### src/rtl/vram_write_scheduler.sv
// vram_write_scheduler
//
// Owns the single write port of the video memory and shares it between
// two requesters:
//   - the CPU pixel strobe, which can never be stalled, and
//   - a rectangle-fill engine that paints a solid colour in raster order.
// The CPU has fixed priority. In any cycle that carries a CPU write, the
// fill engine freezes its counters, so no fill pixel is lost.
//
// Ports
//   Clock, Reset          rising-edge clock, synchronous active-high reset
//   iCpuWe/X/Y/Color      CPU single-pixel write (1-cycle latency to oWe)
//   iFillReq              fill start, sampled only while idle
//   iFillX0/Y0/W/H/Color  rectangle origin, size (0..2^COORD_WIDTH) and colour
//   oFillBusy             fill engine in FILL or DONE
//   oFillDone             one-cycle completion pulse
//   oWe/oWriteAddress/oDataIn  registered video RAM write port, address {col,row}
//
// state | meaning
// ------+---------------------------------------------------------------
// IDLE  | waiting for iFillReq; only CPU writes reach the RAM
// FILL  | issuing one pixel (or one clip-skip) per cycle without a CPU write
// DONE  | one-cycle completion; oFillDone high; back to IDLE next

module vram_write_scheduler #(
    parameter int COORD_WIDTH = 8,
    parameter int COLOR_WIDTH = 3
) (
    input  logic                     Clock,
    input  logic                     Reset,
    input  logic                     iCpuWe,
    input  logic [COORD_WIDTH-1:0]   iCpuX,
    input  logic [COORD_WIDTH-1:0]   iCpuY,
    input  logic [COLOR_WIDTH-1:0]   iCpuColor,
    input  logic                     iFillReq,
    input  logic [COORD_WIDTH-1:0]   iFillX0,
    input  logic [COORD_WIDTH-1:0]   iFillY0,
    input  logic [COORD_WIDTH:0]     iFillW,
    input  logic [COORD_WIDTH:0]     iFillH,
    input  logic [COLOR_WIDTH-1:0]   iFillColor,
    output logic                     oFillBusy,
    output logic                     oFillDone,
    output logic                     oWe,
    output logic [2*COORD_WIDTH-1:0] oWriteAddress,
    output logic [COLOR_WIDTH-1:0]   oDataIn
);

    localparam logic [COORD_WIDTH:0] ONE  = {{COORD_WIDTH{1'b0}}, 1'b1};
    localparam logic [COORD_WIDTH:0] ZERO = '0;

    typedef enum logic [1:0] {
        IDLE = 2'd0,
        FILL = 2'd1,
        DONE = 2'd2
    } state_t;

    state_t state_q, state_d;

    logic [COORD_WIDTH-1:0]   x0_q, x0_d;
    logic [COORD_WIDTH-1:0]   y0_q, y0_d;
    logic [COORD_WIDTH:0]     w_q, w_d;
    logic [COORD_WIDTH:0]     h_q, h_d;
    logic [COLOR_WIDTH-1:0]   color_q, color_d;
    logic [COORD_WIDTH:0]     col_q, col_d;
    logic [COORD_WIDTH:0]     row_q, row_d;

    logic                     we_q, we_d;
    logic [2*COORD_WIDTH-1:0] addr_q, addr_d;
    logic [COLOR_WIDTH-1:0]   data_q, data_d;
    logic                     busy_q, busy_d;
    logic                     done_q, done_d;

    // One extra bit on the sums so a pixel past the screen edge shows up
    // as the MSB instead of wrapping back to coordinate 0.
    logic [COORD_WIDTH:0] x_sum;
    logic [COORD_WIDTH:0] y_sum;
    logic                 col_last;
    logic                 row_last;

    always_comb begin
        x_sum    = {1'b0, x0_q} + col_q;
        y_sum    = {1'b0, y0_q} + row_q;
        col_last = (col_q == (w_q - ONE));
        row_last = (row_q == (h_q - ONE));
    end

    always_comb begin
        state_d = state_q;
        x0_d    = x0_q;
        y0_d    = y0_q;
        w_d     = w_q;
        h_d     = h_q;
        color_d = color_q;
        col_d   = col_q;
        row_d   = row_q;
        we_d    = 1'b0;
        addr_d  = addr_q;
        data_d  = data_q;

        // CPU write always takes the port in the very next cycle.
        if (iCpuWe) begin
            we_d   = 1'b1;
            addr_d = {iCpuX, iCpuY};
            data_d = iCpuColor;
        end

        case (state_q)
            IDLE: begin
                if (iFillReq) begin
                    x0_d    = iFillX0;
                    y0_d    = iFillY0;
                    w_d     = iFillW;
                    h_d     = iFillH;
                    color_d = iFillColor;
                    col_d   = ZERO;
                    row_d   = ZERO;
                    if ((iFillW == ZERO) || (iFillH == ZERO)) begin
                        state_d = DONE;
                    end else begin
                        state_d = FILL;
                    end
                end
            end

            FILL: begin
                if (!iCpuWe) begin
                    if (y_sum[COORD_WIDTH]) begin
                        // Row below the screen: nothing further can be drawn.
                        state_d = DONE;
                    end else if (x_sum[COORD_WIDTH]) begin
                        // Rest of this row is off-screen; spend the cycle skipping it.
                        col_d = ZERO;
                        if (row_last) begin
                            state_d = DONE;
                        end else begin
                            row_d = row_q + ONE;
                        end
                    end else begin
                        we_d   = 1'b1;
                        addr_d = {x_sum[COORD_WIDTH-1:0], y_sum[COORD_WIDTH-1:0]};
                        data_d = color_q;
                        if (col_last) begin
                            col_d = ZERO;
                            if (row_last) begin
                                state_d = DONE;
                            end else begin
                                row_d = row_q + ONE;
                            end
                        end else begin
                            col_d = col_q + ONE;
                        end
                    end
                end
            end

            DONE: begin
                state_d = IDLE;
            end

            default: begin
                state_d = IDLE;
            end
        endcase

        busy_d = (state_d != IDLE);
        done_d = (state_d == DONE);
    end

    always_ff @(posedge Clock) begin
        if (Reset) begin
            state_q <= IDLE;
            x0_q    <= '0;
            y0_q    <= '0;
            w_q     <= '0;
            h_q     <= '0;
            color_q <= '0;
            col_q   <= '0;
            row_q   <= '0;
            we_q    <= 1'b0;
            addr_q  <= '0;
            data_q  <= '0;
            busy_q  <= 1'b0;
            done_q  <= 1'b0;
        end else begin
            state_q <= state_d;
            x0_q    <= x0_d;
            y0_q    <= y0_d;
            w_q     <= w_d;
            h_q     <= h_d;
            color_q <= color_d;
            col_q   <= col_d;
            row_q   <= row_d;
            we_q    <= we_d;
            addr_q  <= addr_d;
            data_q  <= data_d;
            busy_q  <= busy_d;
            done_q  <= done_d;
        end
    end

    assign oWe           = we_q;
    assign oWriteAddress = addr_q;
    assign oDataIn       = data_q;
    assign oFillBusy     = busy_q;
    assign oFillDone     = done_q;

endmodule

### config.mk
export PLATFORM = sky130hd
export DESIGN_NAME = vram_write_scheduler
export DESIGN_NICKNAME = d
export VERILOG_FILES = /design/src/rtl/vram_write_scheduler.sv
export SDC_FILE = /design/constraint.sdc
export NUM_CORES = 1
export LEC_CHECK = 0
export CORE_ASPECT_RATIO = 2
export CORE_MARGIN = 4
export CORE_UTILIZATION = 45
export CTS_CLUSTER_DIAMETER = 150
export DETAILED_ROUTE_END_ITERATION = 16
export PLACE_DENSITY = 0.69
export SLEW_MARGIN = 20
export SYNTH_ARGS = -nofsm -noshare
export SYNTH_HDL_FRONTEND = slang
export SYNTH_SLANG_ARGS = --single-unit
### constraint.sdc
create_clock -name Clock -period 3.4 [get_ports Clock]
set_clock_uncertainty 0.1 [all_clocks]
set_input_delay 0.34 -clock Clock [delete_from_list [all_inputs] [get_ports Clock]]
set_output_delay 0.34 -clock Clock [all_outputs]
set_load 0.02 [all_outputs]
==> metrics.txt <==
vias in the first global route=4260; CTS Root Cell=clkbuf_16; FP Rows=52; Synth area leader=dfxtp_1; Internal Power=1.76 mW; hold_buf cts=0; # diodes=0; core area=10100 um2; Leakage=2.35 nW; largest cells by area after synthesis=dfxtp_1, nand2_1, a21oi_1; nets@finish=739; htree depth=3; worst endpoint data arrival time=3.27 ns; Power, Total=2.42 mW; Ports=82; Synth cell types=63; GR Overflow Total=0; Hold Violations, Final=0; Worst Tran Pin Value=0.653 ns; worst-skew pair later-pin latency=0.34 ns; slew margin rel.=55.9%; CP required=3.55 ns; switching share of power=27.3%; sequential share of power=41.9%; Combinational Power Share=18.2%; initial antenna violation count=0; final slew viol count=0; Synthesized Nets=667; total CTS buffers=9; synth warn=0; Synth Flop Type=dfxtp_1; CP Launch Type=flop; cell with the most instances after synthesis=nand2_1; Power Density=411 nW/um2; CP Class=flop to flop; post-route ant nets=0; clock sinks=79; register bit total from synthesis=79; Synth Cell Area=4610 um2; worst-path fanout max=10; hpwl dp=9.07 mm; vias per cell=5.55; TritonCTS clock tree=yes; share of layout cells above drive strength 1=6.34%; top-area cell type share of the netlist area=34.3%; Hold WC Path Type=primary input to flop; drt initial violations=207; Peak VDD IR=312 uV; Max Freq=0.320 GHz; Cells after Synth=585; RSZ-0062 raised after global routing=no; clock-pin slew on the worst setup and hold paths=0.06 ns; CTS Buffer Depth=2; routed wire length per instance=14.9 um; Die ar.=12000 um2; Max Cap Violations=0; drt total wl=11.9 mm; post-synthesis sequential area ratio=34.3%; largest net degree at the start of global routing=58; Synth top cells by count=nand2_1, dfxtp_1, a21oi_1; Post-Route Setup TNS=0 ns; Tmin final=3.12 ns; Crit. End Element=flop; PortBufs=81; Vias=4425; first-pass GRT wire length=19.3 mm; area grow syn2layout=28.0%; Switch Pwr=0.661 mW; status=finished clean; Die X=79.6 um; Placer Congestion=0.856; Synth Area per Inst=7.88 um2; Die H=151 um; final setup violation count=0; initial core utilization=45.7%; fin crit share=91.9%; DRC=0; EDFF count, synth=0; FFs w/ async S/R, synth=0%; DRT Pass-1 Iters=4; GRT Resource Usage Total=20.3%; Clk network pwr share=39.9%
-- flip-flops by register name, indices dropped and copies added (netlist names), 2 cells and up --
register	count
col_q	9
h_q	9
y0_q	8
w_q	9
color_q	3
oWriteAddress	16
x0_q	8
state_q	2
row_q	9
oDataIn	3
-- final timing paths --
path | start | to | slack, ns | cells past startpoint
hold reg to reg | color_q[1] | color_q[1] | 0.35 | 2
hold / removal | Reset | w_q[8] | 0.23 | 2
setup / recovery | h_q[0] | oFillDone | 0.28 | 9
setup reg to reg | h_q[0] | oFillDone | 0.28 | 9
-- worst max-delay path: stages, from the launching register on --
cell and delay, ns:
dfxtp_1 0.43, inv_1 0.07, ha_2 0.26, o21ba_1 0.19
a221o_2 0.37, a222oi_1 0.40, o21ai_1 0.13, or3_1 0.35
or4b_1 0.50, a211oi_1 0.23
-- metrics by stage --
stage | worst slack [ns] | cells | hold WS [ns] | util [%] | instance area (um2)
3_3_place_gp | 0.314 | 781 | 0.341 | 55.5 | 5590
6_report | 0.277 | 797 | 0.226 | 58.5 | 5900
2_1_floorplan | 0.366 | 585 | 0.336 | - | 4610
5_1_grt | 0.0159 | 797 | 0.259 | 58.5 | 5900
3_5_place_dp | 0.176 | 781 | 0.348 | 55.5 | 5590
4_1_cts | 0.165 | 797 | 0.222 | 58.4 | 5890
-- layout make-up --
| cell class | instances | area [um2] |
|---|---|---|
| Tap cell | 135 | 169 |
| Timing Repair Buffer | 95 | 936 |
| Multi-Input combinational cell | 457 | 2860 |
| Clock buffer | 10 | 229 |
| Clock inverter | 6 | 70.1 |
| Fill cell | 943 | 4180 |
| Inverter | 15 | 56.3 |
| Sequential cell | 79 | 1580 |
-- power by group through the flow --
stage / clock, mW / combinational (mW) / sequential, mW
detailed placement: 0 / 0.440 / 1.04
global placement: 0 / 0.433 / 1.03
finish: 0.968 / 0.441 / 1.01
CTS: 0.994 / 0.443 / 1.01
global route: 1.02 / 0.483 / 1.02
floorplan: 0 / 0.241 / 1.05
-- per-layer routing --
metal / routed length [um] / vias to the layer above / GRT usage, %
met5: 0 / - / 0
met4: 346 / 0 / 10.4
met3: 617 / 27 / 3.04
met2: 6310 / 124 / 37.6
met1: 4600 / 2026 / 21.7
li1: - / 2248 / -
-- cell usage in the layout (no fill, tap or decap), drive strengths merged, types with 16 or more instances in the layout --
master          n
a211oi         21
a21oi          59
clkdlybuf4s50  80
dfxtp          79
ha             20
inv            16
mux2i          20
nand2          97
nand3          16
nor2           45
o21ai          18
xnor2          20
-- cells by family after synthesis --
| logic type | synth area share (%) |
|---|---|
| buffers and inverters | 4.10 |
| muxes | 4.34 |
| and+or+nand+nor | 25.1 |
| xor gates and xnor gates | 5.32 |
| adders and majority gates | 6.30 |
| AOI/OAI and AO/OA | 20.5 |
| DFF | 34.3 |
-- repair_timing --
item,4_1_cts,5_1_grt
hold endpoints to repair,0,0
buffers inserted,0,0
resized for setup,0,2
endpoints found under the setup margin,0,4
(Power assumes the default switching activity.)
